## src/rtl/div.sv

```systemverilog
// Multi-cycle 32-bit restoring divider (signed/unsigned), one quotient bit per cycle.
// Result is {remainder, quotient}; outputs are fully registered.
module div (
    input  logic        clk,
    input  logic        rst,
    input  logic        signed_div_i,
    input  logic [31:0] opdata1_i,
    input  logic [31:0] opdata2_i,
    input  logic        start_i,
    input  logic        annul_i,
    output logic [63:0] result_o,
    output logic        ready_o
);

    typedef enum logic [1:0] {
        FREE   = 2'd0,
        BYZERO = 2'd1,
        ON     = 2'd2,
        END    = 2'd3
    } state_t;

    state_t      state_q, state_d;
    logic [5:0]  cnt_q, cnt_d;
    logic [31:0] rem_q, rem_d;
    logic [31:0] quo_q, quo_d;   // dividend magnitude, shifted out MSB-first as quotient shifts in
    logic [31:0] dvs_q, dvs_d;
    logic        neg_quo_q, neg_quo_d;
    logic        neg_rem_q, neg_rem_d;
    logic [63:0] result_d;
    logic        ready_d;

    logic [32:0] shifted;
    logic [33:0] trial;
    logic        trial_ge;
    logic [31:0] fin_quo, fin_rem;

    always_comb begin
        shifted  = {rem_q, quo_q[31]};
        trial    = {1'b0, shifted} - {2'b00, dvs_q};
        trial_ge = ~trial[33];
        fin_quo  = neg_quo_q ? (~quo_q + 32'd1) : quo_q;
        fin_rem  = neg_rem_q ? (~rem_q + 32'd1) : rem_q;
    end

    always_comb begin
        state_d   = state_q;
        cnt_d     = cnt_q;
        rem_d     = rem_q;
        quo_d     = quo_q;
        dvs_d     = dvs_q;
        neg_quo_d = neg_quo_q;
        neg_rem_d = neg_rem_q;
        result_d  = result_o;
        ready_d   = ready_o;

        case (state_q)
            FREE: begin
                if (start_i && !annul_i) begin
                    neg_quo_d = signed_div_i && (opdata1_i[31] ^ opdata2_i[31]);
                    neg_rem_d = signed_div_i && opdata1_i[31];
                    quo_d     = (signed_div_i && opdata1_i[31]) ? (~opdata1_i + 32'd1) : opdata1_i;
                    dvs_d     = (signed_div_i && opdata2_i[31]) ? (~opdata2_i + 32'd1) : opdata2_i;
                    rem_d     = '0;
                    cnt_d     = '0;
                    state_d   = (opdata2_i == 32'd0) ? BYZERO : ON;
                end
            end
            BYZERO: begin
                if (annul_i) begin
                    state_d  = FREE;
                    result_d = '0;
                    ready_d  = 1'b0;
                end else begin
                    state_d  = END;
                    result_d = '0;
                    ready_d  = 1'b1;
                end
            end
            ON: begin
                if (annul_i) begin
                    state_d  = FREE;
                    result_d = '0;
                    ready_d  = 1'b0;
                end else if (cnt_q != 6'd32) begin
                    // a failed trial keeps the plain shift; shifted[32] is 0 in that case
                    rem_d = trial_ge ? trial[31:0] : shifted[31:0];
                    quo_d = {quo_q[30:0], trial_ge};
                    cnt_d = cnt_q + 6'd1;
                end else begin
                    state_d  = END;
                    result_d = {fin_rem, fin_quo};
                    ready_d  = 1'b1;
                end
            end
            END: begin
                if (!start_i) begin
                    state_d  = FREE;
                    result_d = '0;
                    ready_d  = 1'b0;
                end
            end
            default: state_d = FREE;
        endcase
    end

    always_ff @(posedge clk or negedge rst) begin
        if (!rst) begin
            state_q   <= FREE;
            cnt_q     <= '0;
            rem_q     <= '0;
            quo_q     <= '0;
            dvs_q     <= '0;
            neg_quo_q <= 1'b0;
            neg_rem_q <= 1'b0;
            result_o  <= '0;
            ready_o   <= 1'b0;
        end else begin
            state_q   <= state_d;
            cnt_q     <= cnt_d;
            rem_q     <= rem_d;
            quo_q     <= quo_d;
            dvs_q     <= dvs_d;
            neg_quo_q <= neg_quo_d;
            neg_rem_q <= neg_rem_d;
            result_o  <= result_d;
            ready_o   <= ready_d;
        end
    end

endmodule

```

## config.mk

```make
export PLATFORM = sky130hd
export DESIGN_NAME = div
export DESIGN_NICKNAME = d
export VERILOG_FILES = /design/src/rtl/div.sv
export SDC_FILE = /design/constraint.sdc
export NUM_CORES = 1
export LEC_CHECK = 0
export ABC_AREA = 1
export BUFFER_PORTS_ARGS = -buffer_cell sky130_fd_sc_hd__buf_2
export CAP_MARGIN = 20
export CELL_PAD_IN_SITES_DETAIL_PLACEMENT = 1
export CELL_PAD_IN_SITES_GLOBAL_PLACEMENT = 1
export CORE_MARGIN = 3
export CORE_UTILIZATION = 40
export CTS_BUF_LIST = sky130_fd_sc_hd__clkbuf_4 sky130_fd_sc_hd__clkbuf_8
export CTS_CLUSTER_DIAMETER = 30
export DETAILED_ROUTE_END_ITERATION = 12
export GPL_TIMING_DRIVEN = 0
export PLACE_DENSITY = 0.74
export SETUP_SLACK_MARGIN = 0.15
export SYNTH_ARGS = -nofsm -noshare
export SYNTH_HDL_FRONTEND = slang
export SYNTH_SLANG_ARGS = --single-unit
```

## constraint.sdc

```tcl
create_clock -name clk -period 6.4 [get_ports clk]
set_clock_uncertainty 0.15 [all_clocks]
set_input_delay 1.28 -clock clk [delete_from_list [all_inputs] [get_ports clk]]
set_output_delay 1.28 -clock clk [all_outputs]
set_load 0.1 [all_outputs]
```

==> impl_results.md, run 1 <==
- Status: complete, no violations
- Tightest Hold Check Type: reg2reg
- CP Max Fanout: 10
- Final hold viol count: 0
- Initial Util: 0.4095
- Syn nets: about 2200
- I/O Buffers: around 130
- P_sw: about 5.2 mW
- Number of hold buffers added after cts: 0
- Global-route total usage across every layer: 0.2799
- Pwr dens: between 500 and 600 nW/µm²
- Unrepaired setup endpoints after global routing: no
- Register area share after synthesis: 0.3286
- H-tree depth: 4
- Critical path's top delay family: simple AND/OR/NAND/NOR gates
- Synth area leaders: dfrtp_1 (33%), nand2_1 (19%), inv_1 (8.0%)
- Final std cells w/o fill: ~2600
- Vias in the first global route: between 10000 and 15000
- # DRC: 0
- Top_reg_cell synth: dfrtp_1
- Core area: 31800 µm²
- Logic pwr share: 0.673
- Layout area overhead: 12.70%
- Power Total: 8.544 mW
- Worst EP required: ~6.6 ns
- TritonRoute pass-1 iters: 5
- Detailed Route WL: roughly 48 mm
- CP Capture Type: register
- Setup crit start kind: input port
- CP max stage cell: clkbuf_1
- Critical Path AT: around 3.2 ns
- Setup Fix Bufs, Post-CTS: 0
- Drt wl/cell: between 15 and 20 µm
- GP Congestion: 0.9161
- Post-synth top area cell: dfrtp_1
- Root Buffer: clkbuf_8
- Post-synth top cells: nand2_1 (651), inv_1 (279), nand3_1 (191)
- Crit-path max cell delay: about 0.54 ns
- Final TNS setup: 0 ns
- Clk network pwr share: 0.096
- Sequential Power Share: 0.231
- TritonCTS Buffers: 17
- Die Area: around 35000 µm²
- WS Path Type: in2reg
- Hold Slack: between 0.3 and 0.4 ns
- Initial antenna violation count: 0
- Ys async rst share: 1.000
- DR vias/cell: 5.232
- CP most frequent cell: nor2_1
- Final ANT Viol Nets: 0
- Fin util: 0.4615
- Gr ovfl total: 0
- Tcrit/Tclk final: 0.4728
- Largest net degree at the start of global routing: 93
- EDFF count, synth: 0
- Top-count cell post-synth: nand2_1
- Dpl ws: about 2.9 ns
- Final instance area: roughly 15000 µm²
- Synth Instances: 2040
- Placed Area: between 10000 and 15000 µm²
- Vias: ~14000
- Initial DRC count: around 860
- Antenna diodes: 0
- Syn_area_per_cell: approximately 6.4 µm²
- Share of cells above drive strength 1: 0.1029
- Placed Instances: approximately 2600
- Post-synthesis cell area: roughly 13000 µm²
- Final worst-path setup slack: ~3.4 ns
- Final setup viols: 0
- Clock-pin slew on the worst setup and hold paths: roughly 0.1 ns
- Clock tree buffer depth: 2
- Synth cell types: 42
- Final Max Tran Viols: 0
- Maximum clock rate: between 300 and 400 MHz
- Die Ht: about 190 µm
- Detailed Place HPWL: 39.91 mm
- Relative slew slack: 0.5322
- Switching Fraction: 0.6055
- CTS tree: built
- Nets: approximately 2300
- Max rail drop VDD: roughly 0.00034 V
- Critical-path cell list: buf_2 -> nor2_1 -> nor2_1 -> nor2_4 -> nor2_2 -> clkbuf_1 -> a22oi_1
- Least-Margin Pin Slew: 0.7017 ns
- Num rows: 65
- Die width: roughly 190 µm
- Yosys warning count: 0
- CTS resizes: 0
- Synth top area share: 0.3286
- Internal power: between 3 and 4 mW
- Max cap viols: 0
- Worst-Skew Late Latency: roughly 0.50 ns
- CTS Sinks: 171
- Global-route wire length before repair: slightly below 80 mm
- #FFs+latches synth: 171
- Crit path buf inv count: 2
- Period minus WS final: around 3.0 ns
- LEAKAGE: around 8 nW
- IO Count: 134
==> cell families after synthesis <==
kind of cell / Yosys count / share of synthesized area
and+or+nand+nor: 1115 / 0.3587
buffers and inverters: 350 / 0.1046
AOI/OAI and AO/OA: 295 / 0.1218
DFF: 171 / 0.3286
xor gates and xnor gates: 66 / 0.04439
adders and majority gates: 43 / 0.04189
==> per-layer routing <==
metal	share of wire	vias to the layer above	wire length, µm	global-route usage
met2	0.42	309	20250	0.4248
met3	0.052	39	2496	0.04114
li1	-	6818	-	-
met5	0	-	0	0
met4	0.013	0	613	0.05234
met1	0.52	6651	24880	0.4264
==> cells in the final DEF (no fill, tap or decap), types with 7 or more instances in the layout <==
master	n
a21oi_1	79
a31oi_1	8
buf_2	156
clkbuf_1	27
clkbuf_8	19
dfrtp_1	171
ha_1	42
inv_1	279
inv_2	10
nand2_1	651
nand3_1	191
nand3b_1	14
nand4_1	23
nor2_1	173
nor2_2	7
nor3_1	32
o211ai_1	7
o21ai_0	102
o21ai_1	72
xnor2_1	21
xor2_1	45
==> power by group through the flow <==
| stage | registers, mW | logic, mW | clock network [mW] |
|---|---|---|---|
| final | 1.98 | 5.75 | 0.818 |
| after global routing | 2.02 | 6.38 | 0.872 |
| after CTS | 1.96 | 5.72 | 0.828 |
| after detailed placement | 1.98 | 5.69 | 0 |
| after global placement | 1.95 | 5.54 | 0 |
| after floorplan | 2.87 | 3.18 | 0 |
==> registers in the layout, summed over array words and instances (netlist names) <==
| name | count |
|---|---|
| state_q | 2 |
| rem_q | 32 |
| result_o | 64 |
| neg_rem_q | 1 |
| ready_o | 1 |
| neg_quo_q | 1 |
| dvs_q | 32 |
| cnt_q | 6 |
| quo_q | 32 |
==> path summary, 6_finish.rpt <==
path / cells after the start / slack (ns) / start / to
worst min-delay path: 2 / 0.33 / result_o[55]$_DFFE_PN0P_ / result_o[55]$_DFFE_PN0P_
min in group asynchronous: 1 / 0.58 / rst / result_o[28]$_DFFE_PN0P_
worst min register to register: 2 / 0.33 / result_o[55]$_DFFE_PN0P_ / result_o[55]$_DFFE_PN0P_
max in group asynchronous: 2 / 4.63 / rst / rem_q[22]$_DFFE_PN0P_
worst max register to register: 11 / 3.52 / state_q[0]$_DFFE_PN0P_ / quo_q[2]$_DFFE_PN0P_
worst max-delay path: 7 / 3.37 / annul_i / quo_q[19]$_DFFE_PN0P_
==> worst reg2reg max path, cell delays in order (launching register included) <==
cell      delay [ns]
dfrtp_1         0.40
inv_1           0.13
ha_1            0.24
inv_2           0.11
nor2_2          0.23
o21ai_2         0.14
nor2_4          0.31
nor2_2          0.21
inv_2           0.11
clkbuf_1        0.49
o211ai_1        0.16
o21ai_0         0.11
==> area by class of cell <==
type                            instances  area (µm²)
Buffer                                 60       274.0
Clock buffer                           19       261.5
Clock inverter                         13       145.1
Fill cell                            4379       17120
Inverter                              290        1089
Multi-Input combinational cell       1519        7381
Sequential cell                       171        4279
Tap cell                              435       544.3
Timing Repair Buffer                  134       703.2
(Power assumes the default switching activity.)
==> run 2, diff against run 1 <==
==> constraint.sdc (replaced) <==
create_clock -name clk -period 2.8 [get_ports clk]
set_clock_uncertainty 0.15 [all_clocks]
set_input_delay 0.56 -clock clk [delete_from_list [all_inputs] [get_ports clk]]
set_output_delay 0.56 -clock clk [all_outputs]
set_load 0.1 [all_outputs]
==> run 2 against run 1 <==
  * First-iteration DRC count is 0.70% lower
  * Combinational power is 140% higher
  * Worst setup slack worse by 3.2 ns
  * Sequential share of layout area is 0.69 points lower
  * Global-route usage hardly changed
  * Die area stayed put
  * Cell count is 0.61% higher
  * Count of clock-buffer cells in the layout stayed put
  * Sequential power is 130% higher
  * Critical endpoint is now rem_q[28]$_DFFE_PN0P_
  * Highest routed layer unchanged
==> impl_results.md, run 2 (same netlist as run 1, synthesis figures left out) <==
- Pwr dens: roughly 1300 nW/µm²
- Root Buffer: clkbuf_8
- Clock-pin slew on the worst setup and hold paths: between 0.1 and 0.15 ns
- Internal power: around 8.1 mW
- Vias in the first global route: between 10000 and 15000
- P_sw: 12.09 mW
- Max rail drop VDD: roughly 0.0008 V
- CTS tree: built
- Most flops, register: result_o
- Detailed Place HPWL: 39.91 mm
- Global-route wire length before repair: roughly 80 mm
- M1 WL: 25.18 mm
- Relative slew slack: 0.5222
- Layout area overhead: 15.96%
- LEAKAGE: ~8 nW
- Highest routed layer: met4
- Die width: roughly 190 µm
- I/O Buffers: ~130
- Placed Instances: ~2600
- Worst-Skew Late Latency: roughly 0.50 ns
- Nets: approximately 2300
- Least-Margin Pin Slew: around 0.72 ns
- Critical Path AT: 2.83 ns
- CTS Sinks: approximately 170
- Drt wl/cell: roughly 18 µm
- Logic pwr share: 0.683
- Final Max Tran Viols: 0
- Unrepaired setup endpoints after global routing: yes
- Max cap viols: 0
- WS Path Type: reg2reg
- # DRC: 0
- Largest net degree at the start of global routing: 93
- Clk network pwr share: 0.093
- Share of cells above drive strength 1: 0.1341
- Num rows: 65
- Most frequent cells in the layout: nand2_1 (647), inv_1 (278), nand3_1 (190)
- Met3 routed WL: ~2.4 mm
- Routed wl met2: about 21 mm
- Global-route total usage across every layer: 0.2804
- DR vias/cell: between 5 and 6
- Setup crit start kind: register
- TritonCTS Buffers: 17
- Tcrit/Tclk final: 0.9279
- Gr ovfl total: 0
- Worst EP required: approximately 3.0 ns
- Die Area: roughly 35000 µm²
- CP Capture Type: register
- Final setup viols: 0
- Period minus WS final: between 2 and 3 ns
- GP Congestion: ~0.92
- Clock tree buffer depth: 2
- Hold Slack: roughly 0.24 ns
- Status: complete, no violations
- Vias: approximately 14000
- Initial antenna violation count: 0
- Die Ht: 186.4 µm
- H-tree depth: 4
- Tightest Hold Check Type: in2reg
- CP Max Fanout: 4
- Dpl ws: -0.04068 ns
- Final worst-path setup slack: between 0.2 and 0.25 ns
- Initial DRC count: 856
- Final hold viol count: 0
- Detailed Route WL: approximately 49 mm
- Final ANT Viol Nets: 0
- IO Count: 134
- Switching Fraction: 0.5974
- Most common cell after layout, fill and taps aside: nand2_1
- Initial Util: 0.4095
- Core area: roughly 32000 µm²
- Final std cells w/o fill: ~2700
- Maximum clock rate: 384.9 MHz
- Max reg flops: 64
- Sequential Power Share: 0.224
- Antenna diodes: 0
- TritonRoute pass-1 iters: 5
==> run 2: path summary, 6_finish.rpt <==
| path | startpoint | to | slack (ns) | cells after the start |
|---|---|---|---|---|
| worst max-delay path | quo_q[31]$_DFFE_PN0P_ | rem_q[28]$_DFFE_PN0P_ | 0.20 | 18 |
| worst min-delay path | opdata2_i[3] | dvs_q[3]$_DFFE_PN0P_ | 0.24 | 3 |
| worst max register to register | quo_q[31]$_DFFE_PN0P_ | rem_q[28]$_DFFE_PN0P_ | 0.20 | 18 |
| worst min register to register | result_o[55]$_DFFE_PN0P_ | result_o[55]$_DFFE_PN0P_ | 0.33 | 2 |
| max in group asynchronous | rst | rem_q[28]$_DFFE_PN0P_ | 1.14 | 3 |
| min in group asynchronous | rst | result_o[28]$_DFFE_PN0P_ | 0.46 | 2 |
==> run 2: repair_timing <==
action / in CTS / in global routing
hold buffers: 1 / 0
endpoints found under the hold margin: 79 / 0
pin swaps: 1 / 3
buffers inserted: 2 / 13
gates resized for setup: 10 / 66
endpoints found under the setup margin: 41 / 131
==> run 2: layer usage <==
metal / vias to the layer above / global-route usage
li1: 6854 / -
met2: 300 / 0.4246
met4: 0 / 0.05234
met5: - / 0
met1: 6686 / 0.4274
met3: 33 / 0.04208
==> run 2: through the flow <==
stage | power, mW | TNS (ns) | cell area [µm²] | util
detailed placement | 17.53 | -0.04068 | 14270 | 0.4488
global placement | 17.13 | -292.78 | 14230 | 0.4476
CTS | 19.54 | 0 | 14730 | 0.4633
finish | 20.24 | 0 | 15100 | 0.4749
floorplan | 13.83 | 0 | 13020 | -
global route | 21.89 | 0 | 15100 | 0.4749
==> run 2: layout make-up <==
cell class / count / area (µm²)
fillers: 4342 / 16700
multi-input cells: 1519 / 7625
flip-flops and latches: 171 / 4299
inverters: 290 / 1089
repair buffers: 150 / 825.8
well taps: 435 / 544.3
plain buffers: 60 / 311.5
clock buffers: 19 / 261.5
clock inverters: 13 / 145.1
==> run 2: power by group through the flow <==
| stage | registers [mW] | logic (mW) | clock network (mW) |
|---|---|---|---|
| after global routing | 4.65 | 15.2 | 1.99 |
| after detailed placement | 4.52 | 13.0 | 0 |
| after floorplan | 6.55 | 7.28 | 0 |
| final | 4.53 | 13.8 | 1.87 |
| after CTS | 4.48 | 13.2 | 1.89 |
| after global placement | 4.46 | 12.7 | 0 |
==> run 2: worst max-delay path, stage by stage, from the launching register on <==
cell,delay [ns]
dfrtp_1,0.44
inv_2,0.12
ha_1,0.15
inv_1,0.09
fa_2,0.36
nand2_1,0.08
inv_1,0.05
nand2_1,0.06
nand2_2,0.08
nand2_1,0.08
nand2_2,0.09
nand2_1,0.07
nand2_1,0.11
nand2_2,0.13
nand2_1,0.06
nand2_1,0.06
nand3_1,0.13
nand2_1,0.11
nand2_1,0.05
